### config.mk
export PLATFORM = sky130hd
export DESIGN_NAME = combo_lock_ctrl
export DESIGN_NICKNAME = d
export VERILOG_FILES = /design/src/rtl/combo_ctrl_pkg.sv /design/src/rtl/combo_ctrl_rr_arb.sv /design/src/rtl/combo_lock_ctrl.sv
export SDC_FILE = /design/constraint.sdc
export NUM_CORES = 1
export LEC_CHECK = 0
export ABC_AREA = 1
export BUFFER_PORTS_ARGS = -buffer_cell sky130_fd_sc_hd__buf_2
export CORE_MARGIN = 8
export CORE_UTILIZATION = 58
export CTS_CLUSTER_DIAMETER = 30
export DETAILED_ROUTE_END_ITERATION = 10
export PLACE_DENSITY = 0.84
export SLEW_MARGIN = 20
export SYNTH_ARGS = -nofsm -noshare
export SYNTH_HDL_FRONTEND = slang
export SYNTH_SLANG_ARGS = --single-unit
### constraint.sdc
create_clock -name CLK -period 3.9 [get_ports CLK]
set_input_delay 0.39 -clock CLK [delete_from_list [all_inputs] [get_ports CLK]]
set_output_delay 0.39 -clock CLK [all_outputs]
set_load 0.005 [all_outputs]
### src/rtl/combo_ctrl_pkg.sv
// Shared types and constants for the combination-lock front-end controller.
package combo_ctrl_pkg;

   typedef enum logic [2:0] {
      ST_IDLE     = 3'd0,
      ST_ENTRY    = 3'd1,
      ST_CHECK    = 3'd2,
      ST_UNLOCKED = 3'd3,
      ST_CLEAR    = 3'd4,
      ST_LOCKOUT  = 3'd5
   } state_t;

   localparam int STAT_UNLOCK = 4;
   localparam int STAT_FAIL   = 3;

   localparam logic [3:0] NO_KEY = 4'h0;

   function automatic int max4(input int a, input int b, input int c, input int d);
      int m;
      m = a;
      if (b > m) m = b;
      if (c > m) m = c;
      if (d > m) m = d;
      return m;
   endfunction

endpackage

### src/rtl/combo_ctrl_rr_arb.sv
// Two-way round-robin arbiter: on a tie the requester not granted last wins.
import combo_ctrl_pkg::*;

module combo_ctrl_rr_arb (
   input  logic       CLK,
   input  logic       RST,
   input  logic [1:0] req,
   input  logic       enable,
   input  logic       advance,
   output logic [1:0] gnt,
   output logic       gnt_id
);

   logic pri_b;

   always_comb begin
      gnt_id = (req == 2'b11) ? pri_b : req[1];
      gnt    = 2'b00;
      if (enable && (req != 2'b00)) gnt = gnt_id ? 2'b10 : 2'b01;
   end

   // NOTE: sequential state is written with <= only, so every register samples pre-edge values.
   always_ff @(posedge CLK or negedge RST) begin
      if (!RST)         pri_b <= 1'b0;
      else if (advance) pri_b <= ~gnt_id;
   end

endmodule

### src/rtl/combo_lock_ctrl.sv
// Front-end controller for the combination-lock core: arbitration, digit sequencing,
// verdict handling and failure lockout (lockout enabled by COMBO_CTRL_LOCKOUT_EN).
import combo_ctrl_pkg::*;

module combo_lock_ctrl #(
   parameter int CODE_LEN       = 4,
   parameter int MAX_FAILS      = 3,
   parameter int LOCKOUT_CYCLES = 1000,
   parameter int CHECK_WAIT     = 2,
   parameter int UNLOCK_CYCLES  = 8
) (
   input  logic                             CLK,
   input  logic                             RST,
   input  logic                             a_valid,
   output logic                             a_ready,
   input  logic [3:0]                       a_digit,
   input  logic                             b_valid,
   output logic                             b_ready,
   input  logic [3:0]                       b_digit,
   output logic [3:0]                       core_code,
   output logic                             core_rst,
   output logic                             core_master_rst,
   input  logic [4:0]                       core_status,
   output logic                             unlocked,
   output logic                             lockout,
   output logic                             owner,
   output logic [$clog2(MAX_FAILS+1)-1:0]   fail_cnt
);

   localparam int FW      = $clog2(MAX_FAILS + 1);
   localparam int CNT_MAX = max4(CODE_LEN, CHECK_WAIT, UNLOCK_CYCLES, LOCKOUT_CYCLES);
   localparam int TW      = $clog2(CNT_MAX + 1);

   localparam logic [TW-1:0] DIGIT_LAST  = TW'(CODE_LEN - 1);
   localparam logic [TW-1:0] CHECK_LAST  = TW'(CHECK_WAIT - 1);
   localparam logic [TW-1:0] UNLOCK_LAST = TW'(UNLOCK_CYCLES - 1);
   localparam logic [FW-1:0] FAIL_MAX    = FW'(MAX_FAILS);
`ifdef COMBO_CTRL_LOCKOUT_EN
   localparam logic [TW-1:0] LOCK_LAST   = TW'(LOCKOUT_CYCLES - 1);
`endif

   state_t          state, state_n;
   logic [TW-1:0]   cnt, cnt_n;
   logic [FW-1:0]   fail_n, fail_inc;
   logic            owner_n, acc_q, acc_n;
   logic [3:0]      code_n, digit;
   logic [1:0]      gnt;
   logic            gnt_id, sel_b, entry_rdy, take;
   logic            unused_status;

   assign unused_status = ^core_status[2:0];

   combo_ctrl_rr_arb u_arb (
      .CLK     (CLK),
      .RST     (RST),
      .req     ({b_valid, a_valid}),
      .enable  (state == ST_IDLE),
      .advance ((state == ST_IDLE) && take),
      .gnt     (gnt),
      .gnt_id  (gnt_id)
   );

   // The cycle after an acceptance is always a bubble, capping the rate at one digit per 2 cycles.
   assign entry_rdy = (state == ST_ENTRY) && !acc_q;
   assign a_ready   = (state == ST_IDLE) ? gnt[0] : (entry_rdy && !owner);
   assign b_ready   = (state == ST_IDLE) ? gnt[1] : (entry_rdy &&  owner);
   assign sel_b     = (state == ST_IDLE) ? gnt_id : owner;
   assign digit     = sel_b ? b_digit : a_digit;
   assign take      = (a_valid && a_ready) || (b_valid && b_ready);
   assign fail_inc  = (fail_cnt == FAIL_MAX) ? fail_cnt : fail_cnt + 1'b1;

   // NOTE: every variable gets a default before the case so no path infers a latch.
   always_comb begin
      state_n = state;
      cnt_n   = cnt;
      fail_n  = fail_cnt;
      owner_n = owner;
      code_n  = NO_KEY;
      acc_n   = 1'b0;
      case (state)
         ST_IDLE, ST_ENTRY: begin
            if (take) begin
               code_n  = digit;
               acc_n   = 1'b1;
               owner_n = sel_b;
               cnt_n   = cnt + 1'b1;
               state_n = ST_ENTRY;
               if (digit == NO_KEY) begin
                  state_n = ST_CLEAR;
                  cnt_n   = '0;
                  fail_n  = fail_inc;
               end else if (cnt == DIGIT_LAST) begin
                  state_n = ST_CHECK;
                  cnt_n   = '0;
               end
            end
         end
         ST_CHECK: begin
            if (core_status[STAT_UNLOCK]) begin
               state_n = ST_UNLOCKED;
               cnt_n   = '0;
               fail_n  = '0;
            end else if (core_status[STAT_FAIL] || (cnt == CHECK_LAST)) begin
               state_n = ST_CLEAR;
               cnt_n   = '0;
               fail_n  = fail_inc;
            end else begin
               cnt_n   = cnt + 1'b1;
            end
         end
         ST_UNLOCKED: begin
            if (cnt == UNLOCK_LAST) begin
               state_n = ST_CLEAR;
               cnt_n   = '0;
            end else begin
               cnt_n   = cnt + 1'b1;
            end
         end
         ST_CLEAR: begin
            state_n = ST_IDLE;
            cnt_n   = '0;
`ifdef COMBO_CTRL_LOCKOUT_EN
            if (fail_cnt == FAIL_MAX) state_n = ST_LOCKOUT;
`endif
         end
`ifdef COMBO_CTRL_LOCKOUT_EN
         ST_LOCKOUT: begin
            if (cnt == LOCK_LAST) begin
               state_n = ST_IDLE;
               cnt_n   = '0;
               fail_n  = '0;
            end else begin
               cnt_n   = cnt + 1'b1;
            end
         end
`endif
         default: begin
            state_n = ST_CLEAR;
            cnt_n   = '0;
         end
      endcase
   end

   always_ff @(posedge CLK or negedge RST) begin
      if (!RST) begin
         state     <= ST_IDLE;
         cnt       <= '0;
         fail_cnt  <= '0;
         owner     <= 1'b0;
         acc_q     <= 1'b0;
         core_code <= NO_KEY;
      end else begin
         state     <= state_n;
         cnt       <= cnt_n;
         fail_cnt  <= fail_n;
         owner     <= owner_n;
         acc_q     <= acc_n;
         core_code <= code_n;
      end
   end

   assign unlocked = (state == ST_UNLOCKED);
   assign core_rst = (state == ST_CLEAR);
`ifdef COMBO_CTRL_LOCKOUT_EN
   assign lockout         = (state == ST_LOCKOUT);
   assign core_master_rst = (state == ST_LOCKOUT) && (cnt == LOCK_LAST);
`else
   assign lockout         = 1'b0;
   assign core_master_rst = 1'b0;
`endif

endmodule

After elaboration in Yosys (flattened, before gate mapping)

Index checks and enable logic that the tools add are counted.

Register bits: 22
Input bits: 17
Memory bits (read-only): 0
Bits in latches: 0
Memories kept: 0
RAM bits: 0
Word-level logic and storage cells: 73

Muxes and demuxes: 31
Equality and inequality tests: 13
Div/mod/pow operators: 0
Reduce and logical (&&, ||, !) cells: 19
Shifts and indexed selects: 0
Bitwise operators: 1
Add/sub/neg operators: 2
Order comparisons: 0
$mul: 0

Operators by type and width:

| cell                                           | count |
|---|---|
| 2-to-1 mux 10 bit                              | 6 |
| one-hot mux 10 bit (3 select lines)            | 1 |
| 2-to-1 mux 2 bit                               | 8 |
| 2-to-1 mux 3 bit                               | 5 |
| 2-to-1 mux 4 bit                               | 3 |
| one-hot mux 3 bit (4 select lines)             | 1 |
| adder 10 x 1 -> 10 bit, second input constant  | 1 |
| == test 10 x 1 -> 1 bit, second input constant | 1 |
| == test 10 x 2 -> 1 bit, second input constant | 1 |
| == test 10 x 3 -> 1 bit, second input constant | 1 |
| logical AND 1 bit                              | 7 |
| == test 3 x 2 -> 1 bit, second input constant  | 2 |
| 2-to-1 mux 1 bit                               | 6 |
| == test 2 bit, second input constant           | 2 |
| zero test 4 bit                                | 1 |
| inequality test 2 bit, second input constant   | 2 |
| one-hot mux 2 bit (2 select lines)             | 1 |
| AND reduction 4 bit                            | 1 |
| nonzero test 2 bit                             | 2 |
| == test 3 x 1 -> 1 bit, second input constant  | 1 |
| == test 3 bit, second input constant           | 1 |
| zero test 3 bit                                | 1 |
| inequality test 3 bit, second input constant   | 1 |
| AND reduction 3 bit                            | 1 |
| 7 further kinds                                | 9 |

Longest topological paths before layout

Gate-level depths: netlist of the first run.

Depth in word-level cells: 9
Depth in mapped cells: 13

Hierarchy

From an unflattened synthesis of the first run, not the netlist that was laid out.

Cells, all modules: 291
Area, all modules: 1,870.5 um^2

By module, submodules not included:

| module            | times used | cells an instance | area each (um^2) | sequential area each (um^2) |
|---|---|---|---|---|
| combo_lock_ctrl   | 1          | 280               | 1,794.2          | 525.5 |
| combo_ctrl_rr_arb | 1          | 11                | 76.3             | 25.0 |

Worst setup path before layout of the first run

No wires, ideal clock.

Path type: reg2reg
From: register state[1]
To: register cnt[2]
Data required time: 3.787 ns
Path buffers: 0
Slack: 2.337 ns
Cell stages (with the launch flop): 13
Data arrival time: 1.450 ns
Library setup time: 0.113 ns
Cells stage by stage: dfrtp_1 nor2_4 nand2_2 nand2_4 nand2_4 nand2_2 nand2_1 nor2_2 nand2_1 nand2_2 nand3_4 nand2_1 inv_1

Cells in the longest elaborated chain, start to end: 7
Elaborated cells on any way between the ends: 22
Classes of those cells: eq/ne: 4; mux: 8; reduce/logical: 10

RTL lines:

| item                                                                         | RTL line                                     | text |
|---|---|---|
| start: declaration                                                           | combo_lock_ctrl.sv:42                        | `state_t state, state_n;` |
| start signal: assignment                                                     | combo_lock_ctrl.sv:153                       | `state <= state_n;` |
| zero test 3 bit or == test 3 x 1 -> 1 bit (tied branches)                    | -                                            |  |
| 2-to-1 mux 1 bit, or another cell as far along                               | combo_lock_ctrl.sv:67                        | `assign sel_b = (state == ST_IDLE) ? gnt_id : owner;` |
| 2-to-1 mux 4 bit, or another cell as far along                               | combo_lock_ctrl.sv:68                        | `assign digit = sel_b ? b_digit : a_digit;` |
| zero test 4 bit, or another cell as far along                                | combo_lock_ctrl.sv:88                        | `if (digit == NO_KEY) begin` |
| 2-to-1 mux 10 bit or logical AND 1 bit (tied branches)                       | combo_lock_ctrl.sv:88, combo_lock_ctrl.sv:69 |  |
| 2-to-1 mux 10 bit or logical OR 1 bit (tied branches)                        | combo_lock_ctrl.sv:82, combo_lock_ctrl.sv:69 |  |
| one-hot mux 10 bit (3 select lines) or inequality test 2 bit (tied branches) | -                                            |  |
| end signal: assignment                                                       | combo_lock_ctrl.sv:154                       | `cnt <= cnt_n;` |
| end: declaration                                                             | combo_lock_ctrl.sv:43                        | `logic [TW-1:0] cnt, cnt_n;` |

Several ways; a longest one is shown, not always the timed one. The select of a mux whose other input is x is not followed.
A chain may end at the register's enable or synchronous reset.

Worst setup path after layout of the first run

From: register state[1]
To: output port b_ready

Cells in the longest elaborated chain, start to end: 4
Elaborated cells on any way between the ends: 7
Classes of those cells: eq/ne: 1; mux: 2; reduce/logical: 4

RTL lines:

| item                                                      | RTL line                                                            | text |
|---|---|---|
| == test 3 x 1 -> 1 bit or zero test 3 bit (tied branches) | combo_lock_ctrl.sv:64, combo_lock_ctrl.sv:57, combo_lock_ctrl.sv:66 |  |
| logical AND 1 bit, on equally long branches               | combo_lock_ctrl.sv:64, combo_ctrl_rr_arb.sv:19                      |  |
| logical AND 1 bit or 2-to-1 mux 2 bit (tied branches)     | combo_lock_ctrl.sv:66, combo_ctrl_rr_arb.sv:19                      |  |
| 2-to-1 mux 1 bit (*)                                      | combo_lock_ctrl.sv:66                                               | `assign b_ready = (state == ST_IDLE) ? gnt[1] : (entry_rdy && owner);` |
| end: declaration                                          | combo_lock_ctrl.sv:18                                               | `output logic b_ready,` |

Every way passes the cells marked *; elsewhere a longest branch is shown, timed or not.

==> qor.txt, run 1 <==
Most frequent cell after synthesis = nand2_1
CP peak stage delay = 450 ps
RSZ-0062 raised after global routing = false
Multi-input logic area = 744 µm²
Row Count = 18
Worst Path Class, Setup = reg -> out
Clk pin slew, worst setup/hold paths = 120 ps
Crit-path leading delay family = simple AND/OR/NAND/NOR gates
Filler cells = 218
Layout Nets = 257
Ys Warns = 0
Final Util = 0.675
Setup TNS = 0 ps
Synth top area cells = dfrtp_1 (37%), nand2_1 (16%), inv_1 (11%)
Synth area leader = dfrtp_1
Final hold violation count = 0
RR Endpoint = cnt[9]
Avg WL per Cell = 10.9 µm
Synth async-reset ratio = 1.00
CTS Hold Buffers Added = 0
Post-synthesis sequential area ratio = 0.369
Synth unique cells = 25
Vias per Instance = 4.91
Htree depth = 1
Synthesized area per cell = 7.06 µm²
Wirelength, routed = 2910 µm
CP endpoint kind = output port
Top FF cell, synth = dfrtp_1
CP startpoint kind = register
CTS Buffer Depth = 2
EDFF count, synth = 0
CTS tree = done
Launch point of the worst reg-to-reg path = state[1]
Die extent in y = 66.7 µm
Final setup margin = 2080 ps
FF+latch area = 551 µm²
Most frequent CP cell = nand2_1
Die ar. = 4450 µm²
Cell area after layout = 1660 µm²
Data required, critical path = 3510 ps
Pin count of the biggest net entering global routing = 23
Final setup vio count = 0
Global-route usage over all layers = 0.143
Vias in the first global route = 1269
Syn-to-layout area delta = 11.3%
# diodes = 0
Pre-antenna DRT Iters = 4
Crit share post-route = 0.467
Worst skew pair latency = 310 ps
Lkg Pwr = 1.03 nW
Final Wtd Congestion = 0.815
Starting Density = 0.607
Core box area = 2450 µm²
Maximum fanout along the worst path = 7
Synth top area share = 0.369
R2r setup slk = 2100 ps
Clk sinks = 22
Via count = 1310
WP data arrival = 1430 ps
Post-CTS Setup Repair Bufs = 0
HP Class = in -> async
Final non-filler cell total = 267
Status = finished clean
First-pass GRT wire length = 5140 µm
Max Clk Rate = 549 MHz
Share of cells above drive strength 1 = 0.219
Post-route ant nets = 0
PostCTS Resize Cnt = 0
Iteration-0 DRC Markers = 48
Clk root buf = clkbuf_4
I/O pin total = 30
Port Buffers = 24
DP Worst Slack = 2100 ps
Minimum clock period = 1820 ps
Depth of the worst register-to-register path = 12
Num CTS Buffers = 3
Cell Chain, Critical Path = nor2_4 -> nand2_2 -> nand2_1 -> nand2_1 -> inv_1 -> buf_2
Crit path buf inv count = 2
Slowest cell on crit path = dfrtp_1
Worst VDD drop = 490 µV
Maximum capacitance violations = 0
Mapped Area = 1490 µm²
Synth top cells by count = nand2_1 (63), inv_1 (42), dfrtp_1 (22), nand3_1 (20), nor2_1 (10)
Clk_skew = 2.72 ps
Max-slew violation count = 0
Number of remaining DRC errors = 0
Number of synthesized register bits = 22
Placed Area = 1620 µm²
Initial antenna violation count = 0
Grt total ovfl = 0
Pwr/cell area = 746 nW/µm²
Number of placed instances, taps included = 263
Post-Synthesis Cells = 211
Detailed Place HPWL = 2290 µm
Die W = 66.7 µm
## placed cells by master (no fill, tap or decap)
| cell type | instances |
|---|---|
| nand3_1 | 20 |
| nand2_2 | 6 |
| nand2_4 | 4 |
| inv_2 | 3 |
| nand2_1 | 63 |
| nand3_2 | 3 |
| buf_2 | 24 |
| a21boi_1 | 1 |
| xor2_1 | 1 |
| a21oi_2 | 1 |
| dfrtp_1 | 22 |
| nand4_1 | 3 |
| clkbuf_4 | 3 |
| nand3_4 | 2 |
| ha_1 | 2 |
| o21a_1 | 1 |
| inv_1 | 42 |
| nor2_2 | 2 |
| nor3_1 | 7 |
| nor2b_4 | 1 |
| nor2_4 | 2 |
| o21ai_0 | 4 |
| a21oi_1 | 7 |
| nor2_1 | 10 |
| clkbuf_8 | 1 |
| conb_1 | 2 |
## kinds of logic after synthesis
group	Yosys count	share of synthesized area
AO/OA/AOI/OAI	14	0.0529
XOR/XNOR	1	0.00588
adder cells (fa/ha/maj)	2	0.0168
buffers and inverters	48	0.133
flip-flops	22	0.369
other	1	0.00252
AND/OR/NAND/NOR	123	0.419
## cell type report
cell class                 count  area share
sequential                    22       0.332
inverter                      45       0.102
timing repair buffer          24      0.0725
tap                           30      0.0226
clock buffer                   4      0.0219
multi-input combinational    142       0.449
## sequential cells by signal (all words and copies together) (netlist names)
register and flops:
u_arb.pri_b 1, core_code 4, owner 1, fail_cnt 2, acc_q 1, state 3, cnt 10
## per-layer routing
metal,up-vias,GRT usage,part of all wire
met2,16,0.253,0.50
met5,-,0,0
met3,7,0.0319,0.043
li1,691,-,-
met1,596,0.166,0.44
met4,0,0.0453,0.014
## power breakdown
part / internal (W) / leakage (nW) / total (W) / switching (W)
registers: 0.000301 / 0.289 / 0.000360 / 0.0000596
clock network: 0.0000570 / 0.0210 / 0.000128 / 0.0000714
logic: 0.000254 / 0.725 / 0.000748 / 0.000493
total: 0.000612 / 1.03 / 0.00124 / 0.000624
## stage by stage
stage               hold slack [ps]  power [W]
floorplan                      94.4   0.000972
global placement                387    0.00110
detailed placement              389    0.00112
CTS                            41.4    0.00125
global route                   56.8    0.00137
finish                         22.9    0.00124
## worst register-to-register path, stage by stage (launching register included)
cell	delay [ps]
dfrtp_1	450
nor2_4	240
nand2_2	130
nand2_4	110
nand2_4	70
nand2_2	60
nand2_1	60
nor2_2	130
nand2_1	100
nand2_2	110
nand3_4	120
nand2_1	100
inv_1	40
## worst max path at each step
stage	start	to	slack [ps]	cells after the start
final	state[1]	b_ready	2080	6
after global routing	state[1]	state[0]	1880	9
after detailed placement	state[1]	state[0]	2100	8
after floorplan	state[1]	cnt[2]	2340	12
after CTS	state[1]	b_ready	2060	6
after global placement	state[1]	state[0]	2120	8
Note: power is estimated with default switching activity, not from simulation.
==> run 2, diff against run 1 <==
CORE_UTILIZATION = 54   (was 58)
PLACE_DENSITY = 0.79   (was 0.84)
clock period = 1.7 ns   (was 3.9 ns; I/O delays follow)
==> qor.txt, run 2 (synthesis results as in run 1) <==
Maximum fanout along the worst path = 8 (+1)
Cell area after layout = 1940 µm² (+17%)
HP Class = in -> reg
Clk_skew = 6.86 ps (+4.14 ps)
Launch point of the worst reg-to-reg path = state[2]
Top flop regs = cnt (10), core_code (4), state (3)
Logic gate share of total power = 0.693 (+0.088)
Slowest cell on crit path = dfrtp_2
Most frequent cells in the layout = nand2_1 (52), inv_1 (40), buf_2 (24), dfrtp_1 (20), nand3_1 (16)
Flop pwr share = 0.228 (-0.063)
Most common cell after layout, fill and taps aside = nand2_1
Die ar. = 4700 µm² (+5.6%)
Worst skew pair latency = 310 ps (about the same)
CTS tree = done
Most frequent CP cell = nand2_2
R2r setup slk = -30 ps (-2130 ps)
Row Count = 19 (+1)
Iteration-0 DRC Markers = 30 (-38%)
WL met3 = 111 µm (-12%)
Crit. Startpoint = state[2]
Number of placed instances, taps included = 268 (+1.9%)
Pwr/cell area = 1890 nW/µm² (+150%)
Clk pin slew, worst setup/hold paths = 130 ps (about the same)
First-pass GRT wire length = 5190 µm (+0.93%)
Final setup margin = -33.1 ps (-2110 ps)
Worst Path Class, Setup = reg -> reg
Via count = 1390 (+6.1%)
I/O pin total = 30 (unchanged)
Vias in the first global route = 1290 (+1.7%)
# diodes = 0 (unchanged)
Num CTS Buffers = 3 (unchanged)
Pre-antenna DRT Iters = 4 (unchanged)
Die W = 68.5 µm (+2.8%)
Final setup vio count = 9 (+9)
RR Endpoint = cnt[6]
Layout Nets = 276 (+7.4%)
Data required, critical path = 1920 ps (-1590 ps)
Syn-to-layout area delta = 30.1%
Clk pwr share = 0.079 (-0.025)
Pint = 0.00191 W (+210%)
Critical Path Stages = 12 (+6)
Max layer used = met4
Clk root buf = clkbuf_4
Placed Area = 1670 µm² (+2.7%)
CP peak stage delay = 460 ps (about the same)
Clk sinks = 22 (unchanged)
Wirelength, routed = 3270 µm (+12%)
Maximum capacitance violations = 0 (unchanged)
Crit path buf inv count = 1 (-1)
Max Clk Rate = 577 MHz
Filler cells = 212 (-2.8%)
Register with the most flip-flops = cnt
CP endpoint kind = register
Lkg Pwr = 1.14 nW (+11%)
Minimum clock period = 1730 ps
Final hold violation count = 0 (unchanged)
DRT met1 WL = 1370 µm (+6.5%)
Worst VDD drop = 1480 µV (+200%)
Pin count of the biggest net entering global routing = 23 (unchanged)
Post-route ant nets = 0 (unchanged)
Depth of the worst register-to-register path = 12 (unchanged)
Max-slew violation count = 0 (unchanged)
Crit share post-route = 1.02
Core box area = 2690 µm² (+9.4%)
Hold slack = 110 ps (+86.8 ps)
Status = finished with violations
Final Wtd Congestion = 0.806 (-1.1%)
WP data arrival = 1950 ps (+520 ps)
Htree depth = 1 (unchanged)
Met2 routed wirelength = 1730 µm (+18%)
CP startpoint kind = register
Switching power = 0.00176 W (+180%)
Initial antenna violation count = 0 (unchanged)
Die extent in y = 68.5 µm (+2.8%)
Vias per Instance = 4.84 (-1.3%)
Grt total ovfl = 0 (unchanged)
Crit-path leading delay family = simple AND/OR/NAND/NOR gates
Detailed Place HPWL = 2310 µm (+0.61%)
Share of cells above drive strength 1 = 0.363 (+0.144)
CTS Buffer Depth = 2 (unchanged)
Global-route usage over all layers = 0.141 (-0.00256)
Largest register FFs = 10 (unchanged)
Starting Density = 0.555 (-0.0523)
Avg WL per Cell = 11.4 µm (+4.6%)
Worst Setup EP = cnt[6]
DP Worst Slack = 11.5 ps (-2090 ps)
Final Util = 0.722 (+0.0466)
Sw Share = 0.480 (-0.0250)
RSZ-0062 raised after global routing = true
Failing checks = setup timing
Number of remaining DRC errors = 0 (unchanged)
Cell Chain, Critical Path = nor2_4 -> nand2_4 -> nand2_8 -> nand2_8 -> nand2_2 -> nand2_2 -> nor2_4 -> nand2_2 -> nand2_4 -> nand3_4 -> nand2_1 -> inv_1
Final non-filler cell total = 287 (+7.5%)
Port Buffers = 24 (unchanged)
## run 2: cell types whose count changed in the layout (fill, tap and decap cells not counted), sizes merged
| cell | previous run | this run |
|---|---|---|
| buf | 24 | 41 |
| dlygate4sd3 | 0 | 1 |
| nand3 | 25 | 26 |
## run 2: layout make-up
class | count | area [µm²] | area share
Clock buffer | 4 | 36.3 | 0.0187
Tap cell | 31 | 38.8 | 0.0200
Inverter | 45 | 169 | 0.0871
Multi-Input combinational cell | 143 | 868 | 0.448
Timing Repair Buffer | 42 | 274 | 0.141
Sequential cell | 22 | 553 | 0.285
## run 2: timing repair
action                                  4_1_cts  5_1_grt
hold buffers                                  1        0
gates cloned                                  0        1
buffers inserted                              2       11
resized for setup                             0       32
hold endpoints to repair                     22        0
pin swaps                                     0       21
endpoints found under the setup margin        1       15
## run 2: stage by stage
| stage | setup TNS [ps] | power (W) |
|---|---|---|
| after floorplan | 0 | 0.00223 |
| after global placement | 0 | 0.00270 |
| after detailed placement | 0 | 0.00273 |
| after CTS | 0 | 0.00305 |
| after global routing | -2020 | 0.00402 |
| final | -232 | 0.00367 |
## run 2: how the worst min path moves through the flow
stage / from / to / slack [ps] / depth (start not counted)
2_1_floorplan: RST / acc_q / -130 / 0
4_1_cts: a_digit[1] / core_code[1] / 100 / 3
5_1_grt: b_digit[3] / core_code[3] / 100 / 3
3_3_place_gp: RST / cnt[7] / 160 / 1
3_5_place_dp: RST / cnt[9] / 160 / 1
6_report: b_digit[3] / core_code[3] / 110 / 3
## run 2: power by group through the flow
stage	Sequential (W)	Clock (W)	Combinational, W
3_3_place_gp	0.000828	0	0.00187
4_1_cts	0.000824	0.000302	0.00193
3_5_place_dp	0.000837	0	0.00190
2_1_floorplan	0.000822	0	0.00141
6_report	0.000836	0.000290	0.00255
5_1_grt	0.000861	0.000324	0.00283
## run 2: worst min-delay path, cell delays in order
cell     delay, ps
buf_2          100
nand3_2         60
a21oi_1         60
## run 2: layer usage
| metal | vias up | track usage |
|---|---|---|
| li1 | 738 | - |
| met1 | 621 | 0.165 |
| met2 | 23 | 0.249 |
| met3 | 8 | 0.0242 |
| met4 | 0 | 0.0563 |
| met5 | - | 0 |
